[src/rtl/rom_loader_mc.sv]
// rom_loader_mc: BL616 byte-stream ROM loader that packs data bytes into SDRAM write words through a FIFO.
// Define ROM_LOADER_CKSUM_EN to expect a trailing 8-bit checksum byte after END.
module rom_loader_mc #(
   parameter int ADDR_W     = 25,
   parameter int TYPE_W     = 3,
   parameter int WORD_BYTES = 2,
   parameter int FIFO_DEPTH = 8
) (
   input  logic                    clk_27m,
   input  logic                    reset_n,
   input  logic [7:0]              in_data,
   input  logic                    in_valid,
   output logic                    in_ready,
   output logic                    wr_req,
   output logic [ADDR_W-1:0]       wr_addr,
   output logic [8*WORD_BYTES-1:0] wr_data,
   output logic [WORD_BYTES-1:0]   wr_be,
   input  logic                    wr_ack,
   output logic                    busy,
   output logic                    done,
   output logic                    err,
   output logic [ADDR_W-1:0]       bytes_loaded
);
   localparam int OFF_W = ADDR_W - TYPE_W;
   localparam int LB    = WORD_BYTES > 1 ? $clog2(WORD_BYTES) : 1;
   localparam int PW    = $clog2(FIFO_DEPTH);
   localparam int CW    = PW + 1;
   localparam int DW    = 8 * WORD_BYTES;

   typedef enum logic [3:0] {
      ST_IDLE, ST_TYPE, ST_A2, ST_A1, ST_A0, ST_S2, ST_S1, ST_S0,
      ST_CMD, ST_DATA, ST_END, ST_CKS, ST_DRAIN, ST_ERR
   } state_t;

   state_t                state, state_n;
   logic [TYPE_W-1:0]     rtype;
   logic [23:0]           offset, size;
   logic [7:0]            cksum;
   logic [DW-1:0]         word_buf, word_n, stage_data;
   logic [WORD_BYTES-1:0] be_buf, be_n, stage_be;
   logic [ADDR_W-1:0]     stage_addr;
   logic                  push;
   logic [ADDR_W-1:0]     fifo_addr [FIFO_DEPTH];
   logic [DW-1:0]         fifo_data [FIFO_DEPTH];
   logic [WORD_BYTES-1:0] fifo_be   [FIFO_DEPTH];
   logic [PW-1:0]         wp, rp;
   logic [CW-1:0]         count;
   logic [ADDR_W:0]       off_sum;
   logic [LB-1:0]         lane;
   logic                  accept, start, pop, full, overflow, last, fifo_idle;

   // off_sum is the region offset of the byte currently being offered in DATA
   assign off_sum   = (ADDR_W+1)'(offset) + (ADDR_W+1)'(bytes_loaded);
   assign overflow  = |off_sum[ADDR_W:OFF_W];
   assign lane      = WORD_BYTES == 1 ? '0 : bytes_loaded[LB-1:0];
   assign last      = bytes_loaded + ADDR_W'(1) == ADDR_W'(size);
   assign full      = count + CW'(push) >= CW'(FIFO_DEPTH);
   assign fifo_idle = count == '0 && !push;
   assign pop       = wr_req & wr_ack;
   assign accept    = in_valid & in_ready;
   assign start     = accept && in_data == 8'h01 && (state == ST_IDLE || state == ST_ERR);
   assign wr_req    = count != '0;
   assign wr_addr   = wr_req ? fifo_addr[rp] : '0;
   assign wr_data   = wr_req ? fifo_data[rp] : '0;
   assign wr_be     = wr_req ? fifo_be[rp] : '0;
   assign busy      = state != ST_IDLE || !fifo_idle;

   always_comb begin
      word_n = word_buf;
      be_n = be_buf;
      word_n[8*lane +: 8] = in_data;
      be_n[lane] = 1'b1;
   end

   always_comb begin
      state_n  = state;
      in_ready = !(state == ST_DRAIN || (state == ST_DATA && full));
      done     = 1'b0;
      if (state == ST_DRAIN) begin
         done    = fifo_idle;
         state_n = fifo_idle ? ST_IDLE : ST_DRAIN;
      end else if (accept) begin
         case (state)
            ST_IDLE, ST_ERR: state_n = in_data == 8'h01 ? ST_TYPE : state;
            ST_TYPE: state_n = |(in_data >> TYPE_W) ? ST_ERR : ST_A2;
            ST_A2:   state_n = ST_A1;
            ST_A1:   state_n = ST_A0;
            ST_A0:   state_n = |(in_data & 8'(WORD_BYTES-1)) ? ST_ERR : ST_S2;
            ST_S2:   state_n = ST_S1;
            ST_S1:   state_n = ST_S0;
            ST_S0:   state_n = ST_CMD;
            ST_CMD:  state_n = in_data != 8'h02 ? ST_ERR : size == '0 ? ST_END : ST_DATA;
            ST_DATA: state_n = overflow ? ST_ERR : last ? ST_END : ST_DATA;
`ifdef ROM_LOADER_CKSUM_EN
            ST_END:  state_n = in_data == 8'h03 ? ST_CKS : ST_ERR;
            ST_CKS:  state_n = ST_DRAIN;
`else
            ST_END:  state_n = in_data == 8'h03 ? ST_DRAIN : ST_ERR;
`endif
            default: state_n = state;
         endcase
      end
   end

   always_ff @(posedge clk_27m) begin
      if (!reset_n) begin
         state        <= ST_IDLE;
         rtype        <= '0;
         offset       <= '0;
         size         <= '0;
         cksum        <= '0;
         word_buf     <= '0;
         be_buf       <= '0;
         stage_addr   <= '0;
         stage_data   <= '0;
         stage_be     <= '0;
         push         <= 1'b0;
         wp           <= '0;
         rp           <= '0;
         count        <= '0;
         err          <= 1'b0;
         bytes_loaded <= '0;
      end else begin
         state <= state_n;
         push  <= 1'b0;
         count <= count + CW'(push) - CW'(pop);
         if (push) wp <= wp + 1'b1;
         if (pop) rp <= rp + 1'b1;
         if (start) begin
            err          <= 1'b0;
            bytes_loaded <= '0;
            cksum        <= '0;
         end
         if (state_n == ST_ERR) err <= 1'b1;
         if (accept) begin
            case (state)
               ST_TYPE: rtype <= in_data[TYPE_W-1:0];
               ST_A2:   offset[23:16] <= in_data;
               ST_A1:   offset[15:8] <= in_data;
               ST_A0:   offset[7:0] <= in_data;
               ST_S2:   size[23:16] <= in_data;
               ST_S1:   size[15:8] <= in_data;
               ST_S0:   size[7:0] <= in_data;
               ST_DATA: if (!overflow) begin
                  bytes_loaded <= bytes_loaded + 1'b1;
                  cksum        <= cksum + in_data;
                  // aligned start means an overflowing byte always opens a fresh word
                  if (lane == LB'(WORD_BYTES-1) || last) begin
                     push       <= 1'b1;
                     stage_addr <= {rtype, off_sum[OFF_W-1:0]} & ~ADDR_W'(WORD_BYTES-1);
                     stage_data <= word_n;
                     stage_be   <= be_n;
                     word_buf   <= '0;
                     be_buf     <= '0;
                  end else begin
                     word_buf <= word_n;
                     be_buf   <= be_n;
                  end
               end
`ifdef ROM_LOADER_CKSUM_EN
               ST_CKS:  if (8'(cksum + in_data) != 8'h00) err <= 1'b1;
`endif
               default: ;
            endcase
         end
      end
   end

   always_ff @(posedge clk_27m) begin
      if (push) begin
         fifo_addr[wp] <= stage_addr;
         fifo_data[wp] <= stage_data;
         fifo_be[wp]   <= stage_be;
      end
   end
endmodule

[config.mk]
export PLATFORM = sky130hd
export DESIGN_NAME = rom_loader_mc
export DESIGN_NICKNAME = d
export VERILOG_FILES = /design/src/rtl/rom_loader_mc.sv
export SDC_FILE = /design/constraint.sdc
export NUM_CORES = 1
export LEC_CHECK = 0
export BUFFER_PORTS_ARGS = -buffer_cell sky130_fd_sc_hd__clkbuf_2
export CORE_AREA = 2 2 234 236
export CTS_BUF_LIST = sky130_fd_sc_hd__clkbuf_8
export DETAILED_ROUTE_END_ITERATION = 6
export DIE_AREA = 0 0 236 238
export PLACE_DENSITY_LB_ADDON = 0.15
export SETUP_SLACK_MARGIN = 0.05
export SLEW_MARGIN = 20
export SYNTH_ARGS = -nofsm -noshare
export SYNTH_HDL_FRONTEND = slang
export SYNTH_SLANG_ARGS = --single-unit
[constraint.sdc]
create_clock -name clk_27m -period 4.16 [get_ports clk_27m]
set_clock_uncertainty 0.1 [all_clocks]
set_input_delay 0.208 -clock clk_27m [delete_from_list [all_inputs] [get_ports clk_27m]]
set_output_delay 0.208 -clock clk_27m [all_outputs]
set_load 0.05 [all_outputs]
---- Word level (Yosys, flattened, before mapping) ----
Memories as Yosys holds them, arrays and structs flattened. A register that Yosys moved wholly into a read port is not among the register bits.
Index checks and enable logic that the tools add are counted.
operators by class
  $add $sub $neg .......................... 7
  $mul .................................... 0
  div/mod/pow operators ................... 0
  order comparisons ....................... 3
  equality and inequality tests ........... 17
  shifts and indexed selects .............. 2
  multiplexer cells ....................... 36
  bitwise operators ....................... 7
  reduce and logical (&&, ||, !) cells .... 31
operators with widths
  cell                                                    count
  two-way mux 25 bit                                      5
  one-hot mux 4 bit (11 select lines)                     1
  negator 4 -> 34 bit                                     1
  variable shift 8 x 34 -> 16 bit (first input constant)  1
  variable part select 8 x 34 -> 16 bit                   1
  two-way mux 16 bit                                      2
  adder 24 x 25 -> 26 bit                                 1
  adder 25 x 1 -> 25 bit (second input constant)          1
  equality test 25 x 24 -> 1 bit                          1
  equality test 4 bit (second input constant)             6
  zero test 24 bit                                        1
  two-way mux 3 bit                                       8
  two-way mux 4 bit                                       6
  bitwise mux 16 bit                                      1
  equality test 4 x 3 -> 1 bit (second input constant)    4
  AND reduction 2 bit                                     7
  equality test 4 x 2 -> 1 bit (second input constant)    2
  equality test 8 x 1 -> 1 bit (second input constant)    1
  equality test 8 x 2 -> 1 bit (second input constant)    1
  zero test 4 bit                                         2
  two-way mux 1 bit                                       8
  two-way mux 2 bit                                       4
  != test 8 x 2 -> 1 bit (second input constant)          1
  nonzero test 4 bit                                      2
  other kinds (21)                                        35
word-level totals
  flip-flop bits (word level) ............. 152
  latch bits .............................. 0
  RAM bits ................................ 336
  ROM bits ................................ 0
  output and inout port bits .............. 73
  logic and storage cells ................. 125
  memories kept ........................... 3
memories
  memory     depth  bits a word  rd ports  clocked after Yosys merged registers in  write ports  line  RTL
  fifo_addr  8      24           1         1                                        1            43    logic [ADDR_W-1:0] fifo_addr [FIFO_DEPTH];
  fifo_data  8      16           1         1                                        1            44    logic [DW-1:0] fifo_data [FIFO_DEPTH];
  fifo_be    8      2            1         1                                        1            45    logic [WORD_BYTES-1:0] fifo_be [FIFO_DEPTH];

---- Depth between registers and ports, before layout ----
Gate-level depths: netlist of run 1.
  depth after elaboration ................. 12
  gate-level depth with buffers ........... 16
  mapped depth without buffers ............ 11

---- Least setup slack after synthesis of run 1 ----
OpenSTA, ideal clock, no wires.
  path type ............................... register -> register
  from .................................... register bytes_loaded[0]
  to ...................................... register bytes_loaded[10]
  data arrival time ....................... 4.400 ns
  data required time ...................... 3.974 ns
  setup slack ............................. -0.425 ns
  stages on the path, launching flop included .. 16
  path buffers ............................ 4
  clock period less this slack ............ 4.585 ns
  path through ............................ dfxtp_1 > buf_2 > buf_1 > clkbuf_1 > nand2_1 > fa_1 > nor2b_1 > o31a_1 > o21ai_0 > a2111oi_0 > o21a_1 > o2111ai_1 > nor3_1 > clkbuf_1 > a21oi_1 > a211oi_1
between the ends
  cells in the longest elaborated chain, start to end .. 5
ends and longest elaborated chain
  element                  line  RTL
  from (decl)              22    output logic [ADDR_W-1:0] bytes_loaded
  from (signal assigned)   145   bytes_loaded <= bytes_loaded + 1'b1;
  adder 24 x 25 -> 26 bit  53    assign off_sum = (ADDR_W+1)'(offset) + (ADDR_W+1)'(bytes_loaded);
  OR reduction 4 bit       54    assign overflow = |off_sum[ADDR_W:OFF_W];
  two-way mux 25 bit (*)   144   ST_DATA: if (!overflow) begin
  two-way mux 25 bit (*)   136   case (state)
  two-way mux 25 bit (*)   135   if (accept) begin
Mark *: on every way between the ends. The rest lies on a longest branch, timed or not.
A chain may end at the register's enable or synchronous reset.

---- Final worst setup path of run 1 ----
  from .................................... register bytes_loaded[0]
  to ...................................... register stage_addr[13]
between the ends
  cells in the longest elaborated chain, start to end .. 4
ends and longest elaborated chain
  element                                                                      line    RTL
  adder 25 x 1 -> 25 bit / adder 24 x 25 -> 26 bit (equally long branches)     56, 53
  equality test 25 x 24 -> 1 bit / OR reduction 4 bit (equally long branches)  56, 54
  logical OR 1 bit / NOT 1 bit (equally long branches)                         --
  AND reduction 4 bit (no line)                                                --
  to (signal assigned)                                                         150     stage_addr <= {rtype, off_sum[OFF_W-1:0]} & ~ADDR_W'(WORD_BYTES-1);
  to (decl)                                                                    41      logic [ADDR_W-1:0] stage_addr;
Several ways; a longest one is shown, not always the timed one.

==> results of run 1 <==
layout by cell type (no fill, tap or decap), drive strengths merged, types with 33 or more instances in the layout:
master | Yosys | final
inv | 22 | 63
mux2i | 131 | 131
dfxtp | 155 | 155
o21ai | 34 | 34
edfxtp | 336 | 336
buf | 33 | 61
xnor2 | 40 | 40
nand3 | 33 | 33
nor2 | 190 | 190
mux4 | 84 | 84
a21oi | 64 | 64
nand2 | 80 | 80
clkbuf | 65 | 180
repair_timing:
action	4_1_cts	5_1_grt
setup endpoints to repair	0	27
hold buffers	8	0
setup buffers	0	1
endpoints found under the hold margin	38	0
resized for setup	0	5
cells by family (layout without fill, tap and decap cells):
family / Yosys count / in the layout / synth area share
other cells: 1 / 1 / 0.000176
simple gates: 445 / 445 / 0.0985
mux: 231 / 231 / 0.159
flops: 491 / 491 / 0.620
compound gates: 188 / 188 / 0.0573
buf+inv: 120 / 326 / 0.0227
fa+ha+maj: 31 / 31 / 0.0186
xor+xnor: 59 / 59 / 0.0243
final cells by class:
class                   count  area [µm²]
multi-input cells         955        7700
fillers                  4899       29000
inverters                  22        85.1
clock buffers              97        1340
flip-flops and latches    491       13200
repair buffers            152        1010
well taps                 696         871
clock inverters            55         260
stage by stage:
| step | hold slack (ns) | power [µW] | instance area [µm²] | std cells | util |
|---|---|---|---|---|---|
| 6_report | 0.0737 | 12900 | 24500 | 2468 | 0.457 |
| 5_1_grt | 0.0511 | 13500 | 24500 | 2468 | 0.457 |
| 4_1_cts | 0.00135 | 13100 | 24400 | 2467 | 0.457 |
| 3_5_place_dp | 0.354 | 8990 | 22800 | 2307 | 0.425 |
| 3_3_place_gp | 0.350 | 8970 | 22800 | 2307 | 0.425 |
| 2_1_floorplan | 0.261 | 8090 | 21300 | 1566 | - |
flip-flops by register name, summed over array words and instances, names as in the netlist, named ones only:
signal and cells:
err 1, be_buf 2, word_buf 16, bytes_loaded 25, size 24, push 1
stage_addr 24, stage_data 16, rp 3, rtype 3, fifo_data 128, wp 3
count 4, stage_be 2, state 4, fifo_be 16, fifo_addr 192, offset 24
how the worst max path moves through the flow:
stage / to / start / cells past startpoint / slack [ns]
final: stage_addr[13] / bytes_loaded[0] / 12 / 0.31
after CTS: bytes_loaded[10] / offset[1] / 11 / 0.06
after detailed placement: bytes_loaded[10] / offset[1] / 11 / 0.10
after floorplan: bytes_loaded[1] / bytes_loaded[0] / 16 / 0.11
after global placement: stage_addr[13] / bytes_loaded[0] / 12 / 0.14
after global routing: stage_addr[13] / bytes_loaded[0] / 12 / 0.02
worst register-to-register path, delay by kind of cell (launching register included):
kind	cells	cell delay [ns]
simple gates	6	1.80
compound gates	2	0.56
buf+inv	2	0.50
flops	1	0.33
fa+ha+maj	1	0.32
xor+xnor	1	0.17
layer usage:
metal / global-route usage / part of all wire / wire length (µm) / vias up
met2: 0.315 / 0.47 / 25500 / 352
met3: 0.0363 / 0.053 / 2890 / 73
met1: 0.262 / 0.45 / 24500 / 6765
met5: 0 / 0 / 0 / -
li1: - / - / - / 6219
met4: 0.0708 / 0.023 / 1270 / 0
where the power goes:
part           leakage, µW  switching (µW)  internal [µW]
registers          0.00365             167           5210
logic              0.00344            2570            871
clock network     0.000958            1900           2180
total              0.00805            4640           8260
==> flow_summary.ini, run 1 <==
[place]
dp_hpwl_mm = 33.5
gp_congestion = 0.897
place_ws_ns = 0.101
numPortBuffers = 83

[flow_run]
maxCapViolations = 0

[worst_setup_path]
worstPathArrival_ns = 4.33
path_buf_inv = 2
critPathLaunchType = register
cp.required_ns = 4.63
r2r_cells = 12
regToRegSetupSlack_ns = 0.31
end_kind = register
critPathMaxFanout = 56
cp_cell_sequence = buf_6 -> ha_1 -> nand4_1 -> nor4_2 -> xnor2_1 -> nor3b_1 -> nand4_1 -> o41ai_4 -> nand4_1 -> buf_12 -> or3_1 -> a21oi_1
critPathTopFamily = simple AND/OR/NAND/NOR gates
r2r_end = stage_addr[13]
cp_common_cell = nand4_1
crit_slowest_cell = nor4_2
max_stage_delay_ns = 0.42
path_class = reg -> reg
rr_startpoint = bytes_loaded[0]

[worst_hold_path]
worstHoldEndpoint = rtype[1]
hold_depth = 3
hold_class = in -> reg
worstHoldStart = in_data[1]

[yosys]
yosys-top-cells-count = edfxtp_1, nor2_1, dfxtp_1
synth_most_common_cell = edfxtp_1
synthDistinctLibCells = 69
synth_top_area_share = 0.474
yosysSeqAreaShare = 0.620
synth_fp_nets = 1609
yosysWarnings = 0
synth_area_um2 = 21300
synth_area_per_cell_um2 = 13.6
synth_edf_count = 336
synth-main-ff-cell = edfxtp_1
ys_ff_latch = 491
ys_top_cells_by_area = edfxtp_1, dfxtp_1, mux4_2, mux2i_1, nor2_1
synth_top_area_cell = edfxtp_1
synthCells = 1566
synth-async-reset-ratio = 0

[power_and_ir_drop]
powerDensity_nw_per_um2 = 527
p_leak_uw = 0.00805
irDropWorstVdd_mv = 0.405

[floorplanning]
rows = 85
dieArea_um2 = 56200
initial_core_util = 0.398
coreArea_um2 = 53500
die_x_um = 236
io-pin-count = 85
fp.dieH_um = 238

[final_layout]
antenna_cells = 0
nets = 1748
syn_to_final_growth_pct = 14.9
layout-drive-gt1-share = 0.218

[clock_tree]
cts.htree.levels = 3
insertion_delay_ns = 0.66
clk_pin_slew_ns = 0.06
cts_tree = done
cts_buffers = 83
clockBufferDepth = 3
cts.sinks = 491
root_buffer = clkbuf_8

[detailed_routing]
routedWlPerCell_um = 21.9
drt_wl_total_mm = 54.1
viasPerCell = 5.43
ant_nets = 0
vias = 13400
drc_errors = 0
drt_pass1_iterations = 5
initialDrtViolationCount = 947

[timing]
clock.fmax_mhz = 259
fin_ws_ns = 0.306
layout_worst_path_cycle_share = 0.927
hold_viol = 0
setup_tns_ns = 0
finalMaxSlewViolations = 0
rsz0062_at_grt = no
max_slew.worst_pin.slew_ns = 0.936
relSlewSlack = 0.375
setup_viol = 0
min_period_ns = 3.85

[global_routing]
gr-total-overflow = 0
grtUsageTotal = 0.194
grt_pass1_vias = 13500
grt_max_degree = 80
antenna_found_initial = 3
grt_pass1_wl_mm = 82.5

[outcome]
outcome = finished clean
Note: power is estimated with default switching activity, not from simulation.
==> run 2: changes to the inputs <==
- CELL_PAD_IN_SITES_DETAIL_PLACEMENT: unset -> 1
- CELL_PAD_IN_SITES_GLOBAL_PLACEMENT: unset -> 2
- CORE_AREA: 2 2 234 236 -> 2 2 223 247
- DIE_AREA: 0 0 236 238 -> 0 0 225 249
==> run 2 against run 1 <==
Against the previous run: count of clock-buffer cells in the layout decreased by 10; wire length increased by 7.5%; cell count decreased by 0.20%; design area increased by 0.13%; largest cell class unchanged; first-iteration DRC count decreased by 25%; fmax about the same; sequential cell count unchanged; non-clock buffer count increased by 12; combinational power increased by 2%; highest routed layer unchanged; critical path type unchanged; register-to-register slack about the same.
==> flow_summary.ini, run 2 (synthesis results as in run 1) <==
[global_routing]
grt_max_degree = 90
grt_pass1_wl_mm = 89.1
gr-total-overflow = 0
grtUsageTotal = 0.212
grt_pass1_vias = 14500
antenna_found_initial = 1

[timing]
clock.fmax_mhz = 260
hold_viol = 0
max_slew.worst_pin.slew_ns = 1.04
finalMaxSlewViolations = 0
setup_viol = 0
layout_worst_path_cycle_share = 0.926
rsz0062_at_grt = no
fin_ws_ns = 0.308
setup_tns_ns = 0
min_period_ns = 3.85
relSlewSlack = 0.302

[detailed_routing]
viasPerCell = 5.46
routedWlPerCell_um = 23.6
drt_wl_total_mm = 58.1
initialDrtViolationCount = 713
ant_nets = 0
vias = 13400
drc_errors = 0
drt_pass1_iterations = 4

[floorplanning]
rows = 89
dieArea_um2 = 56000
coreArea_um2 = 53300
io-pin-count = 85
initial_core_util = 0.399
fp.dieH_um = 249
die_x_um = 225

[final_layout]
layout-drive-gt1-share = 0.222
final_cell_mix = edfxtp_1, nor2_1, dfxtp_1, mux2i_1, clkbuf_8
fin_util = 0.459
largest_reg_flops = 192
layout_commonest_cell = edfxtp_1
reg_top3 = fifo_addr: 192 flops, fifo_data: 128 flops, bytes_loaded: 25 flops
syn_to_final_growth_pct = 15.0
fin_area_um2 = 24500
nets = 1758
regMostFlops = fifo_addr

[worst_setup_path]
cp.required_ns = 4.59
path_class = reg -> reg
worstPathArrival_ns = 4.28
rr_startpoint = bytes_loaded[13]
critPathMaxFanout = 17
critPathLaunchType = register
end_kind = register
crit_start = bytes_loaded[13]

[clock_tree]
cts_tree = done
root_buffer = clkbuf_8
clockBufferDepth = 3
cts_buffers = 81
cts.htree.levels = 3
insertion_delay_ns = 0.65
clk_pin_slew_ns = 0.06
cts.sinks = 491

[power_and_ir_drop]
powerDensity_nw_per_um2 = 528
p_leak_uw = 0.00808
irDropWorstVdd_mv = 0.428

[place]
placed_area_um2 = 22800
gp_congestion = 0.846
numPortBuffers = 83
place_ws_ns = 0.182
dp_hpwl_mm = 38.2

[flow_run]
maxCapViolations = 0

[outcome]
outcome = finished clean

[worst_hold_path]
worstHoldStart = in_data[6]
hold_class = in -> reg
==> run 2: cell types whose count changed in the layout (fill, tap and decap cells not counted), moves of 2 or more <==
cell / previous run / this run
buf_4: 56 / 70
clkbuf_8: 97 / 87
inv_1: 60 / 54
clkinv_1: 7 / 12
clkinv_2: 4 / 7
bufinv_16: 1 / 3
==> run 2: through the flow <==
stage	power, µW	hold WS (ns)	std cells
final	12900	0.0695	2463
after global routing	13500	0.0569	2463
after floorplan	8090	0.261	1566
after global placement	9000	0.362	2306
after CTS	13200	0.0315	2461
after detailed placement	9020	0.367	2306
==> run 2: layout make-up <==
cell class / instances / area, µm²
diodes: 1 / 2.50
clock buffers: 87 / 1200
clock inverters: 61 / 364
fillers: 5473 / 28800
inverters: 22 / 85.1
multi-input cells: 955 / 7700
flip-flops and latches: 491 / 13200
well taps: 682 / 853
repair buffers: 164 / 1080
==> run 2: path summary, 6_finish.rpt <==
path                            cells past startpoint  slack [ns]             end
worst min-delay path                                3        0.07      offset[22]
worst max-delay path                               11        0.31  stage_addr[10]
worst max register to register                     11        0.31  stage_addr[10]
worst min register to register                      1        0.38    word_buf[13]
==> run 2: worst max-delay path, cell delays in order, from the launching register on <==
cell and delay [ns]:
dfxtp_1 0.59, nand4_2 0.28, or4_1 0.59, or3_1 0.39, a22oi_1 0.23, nand4_1 0.20
o41ai_4 0.43, nand4_1 0.17, buf_4 0.25, buf_4 0.25, mux2i_1 0.19, nor2_1 0.06
==> run 2: power breakdown <==
group | internal, µW | leakage (µW) | total [µW] | switching, µW
combinational | 865 | 0.00351 | 3500 | 2640
clock | 2140 | 0.000916 | 4080 | 1950
sequential | 5210 | 0.00365 | 5340 | 136
total | 8210 | 0.00808 | 12900 | 4720
==> run 2: what timing repair did <==
| item | 4_1_cts | 5_1_grt |
|---|---|---|
| hold endpoints to repair | 47 | 0 |
| resized for setup | 0 | 4 |
| setup buffers | 0 | 1 |
| hold buffers | 7 | 0 |
| setup endpoints to repair | 0 | 55 |
==> run 2: per-layer routing <==
metal	part of all wire	global-route usage	wire length, µm	vias up
met5	0	0	0	-
met4	0.027	0.0787	1600	0
met3	0.034	0.0301	1950	88
met2	0.51	0.368	29800	251
met1	0.43	0.268	24800	6881
li1	-	-	-	6221
==> run 3: changes to the inputs <==
- clock period: 4.16 -> 4.8 ns (I/O delays scaled with it)
==> run 3 against run 2 <==
Against the previous run: wire length is 2.7% lower; register-to-register slack better by 0.10 ns; critical path depth is 1 higher; design area is 1.3% lower; combinational power is 13% lower; fmax is 12% lower; global-route usage is 0.72 points lower; sequential share of layout area is 0.68 points higher.
==> flow_summary.ini, run 3 (synthesis results as in run 1) <==
[flow_run]
maxCapViolations = 0

[detailed_routing]
routedWlPerCell_um = 23.3
drt_wl_total_mm = 56.5
vias = 13300
drc_errors = 0
viasPerCell = 5.49
ant_nets = 0
drt_pass1_iterations = 7
initialDrtViolationCount = 850

[timing]
setup_tns_ns = 0
min_period_ns = 4.39
setup_viol = 0
layout_worst_path_cycle_share = 0.915
finalMaxSlewViolations = 0
max_slew.worst_pin.slew_ns = 1.10
rsz0062_at_grt = no
fin_ws_ns = 0.408
clock.fmax_mhz = 228
hold_viol = 0
relSlewSlack = 0.269

[final_layout]
regMostFlops = fifo_addr
nFillCells = 5420
layout-drive-gt1-share = 0.206
final_cell_mix = edfxtp_1, nor2_1, dfxtp_1, mux2i_1, clkbuf_8
multi_input_area_um2 = 7690
fin_util = 0.453
nets = 1720
layout_commonest_cell = edfxtp_1
largest_reg_flops = 192
syn_to_final_growth_pct = 13.6
reg_top3 = fifo_addr: 192 flops, fifo_data: 128 flops, bytes_loaded: 25 flops
seq_area_um2 = 13200

[global_routing]
met1_usage = 0.263
antenna_found_initial = 3
grt_pass1_wl_mm = 86.2
gr-usage-met2 = 0.342
gr-usage-met3 = 0.0336
grt_pass1_vias = 13900
grtUsageTotal = 0.205
gr-total-overflow = 0
grt_max_degree = 85
busiest_layer = met2

[clock_tree]
cts.sinks = 491
cts_tree = done
clockBufferDepth = 3
cts_buffers = 79
clk_pin_slew_ns = 0.06
insertion_delay_ns = 0.67
cts.htree.levels = 3
root_buffer = clkbuf_8
post_cts_buffers = 0

[power_and_ir_drop]
p_leak_uw = 0.00789
power.total_uw = 11100
powerDensity_nw_per_um2 = 459
irDropWorstVdd_mv = 0.409

[worst_setup_path]
max_stage_delay_ns = 0.61
cp_common_cell = nand4_1
crit_slowest_cell = o41ai_4
path_buf_inv = 2
path_class = reg -> reg
critPathLaunchType = register
worstPathArrival_ns = 4.86
critPathMaxFanout = 33
regToRegSetupSlack_ns = 0.41
critPathTopFamily = simple AND/OR/NAND/NOR gates
cp_cell_sequence = buf_4 -> ha_1 -> nand4_1 -> nor4_2 -> xnor2_1 -> nor3b_1 -> nand4_1 -> o41ai_4 -> nand4_1 -> buf_12 -> or3_1 -> a21oi_1
end_kind = register
cp.required_ns = 5.27

[place]
numPortBuffers = 83
dp_hpwl_mm = 36.3
gp_congestion = 0.808
place_ws_ns = 0.357

[floorplanning]
dieArea_um2 = 56000
initial_core_util = 0.399
io-pin-count = 85
fp.dieH_um = 249
die_x_um = 225
rows = 89
coreArea_um2 = 53300

[worst_hold_path]
hold_class = in -> reg

[outcome]
outcome = finished clean
==> run 3: worst min-delay path, stage by stage <==
cell	delay, ns
clkbuf_2	0.33
mux2i_1	0.13
nor2_1	0.07
==> run 3: metal layers <==
| layer | wire length (µm) | vias up | part of all wire |
|---|---|---|---|
| met5 | 13 | - | 0.00023 |
| met4 | 2080 | 2 | 0.037 |
| li1 | - | 6156 | - |
| met3 | 2130 | 114 | 0.038 |
| met1 | 24400 | 6799 | 0.43 |
| met2 | 27900 | 262 | 0.49 |
==> run 3: final timing paths <==
check	depth (start not counted)	start	end
min reg2reg	2	rtype[2]	rtype[2]
max	12	bytes_loaded[0]	stage_addr[13]
max reg2reg	12	bytes_loaded[0]	stage_addr[13]
min	3	in_data[6]	size[14]
==> run 3: repair_timing <==
item | CTS | global route
gates resized for setup | 0 | 1
setup endpoints to repair | 0 | 2
hold endpoints to repair | 14 | 0
hold buffers | 2 | 0
==> run 3: final cells by class <==
class,count,area share
inverters,22,0.00352
flip-flops and latches,491,0.546
multi-input cells,955,0.318
clock inverters,60,0.0140
clock buffers,88,0.0501
diodes,1,0.000103
well taps,682,0.0353
repair buffers,128,0.0329
==> run 3: per-stage QoR <==
step                instance area [µm²]  hold slack [ns]  instances
floorplan                         21300            0.293       1566
global placement                  22600            0.351       2276
detailed placement                22600            0.351       2276
CTS                               24200           0.0159       2426
global route                      24200           0.0409       2427
finish                            24200           0.0433       2427
==> run 3: power by group <==
| group | total (µW) | internal [µW] | switching [µW] |
|---|---|---|---|
| Sequential | 4580 | 4510 | 72.9 |
| Clock | 3470 | 1810 | 1670 |
| Combinational | 3040 | 739 | 2300 |
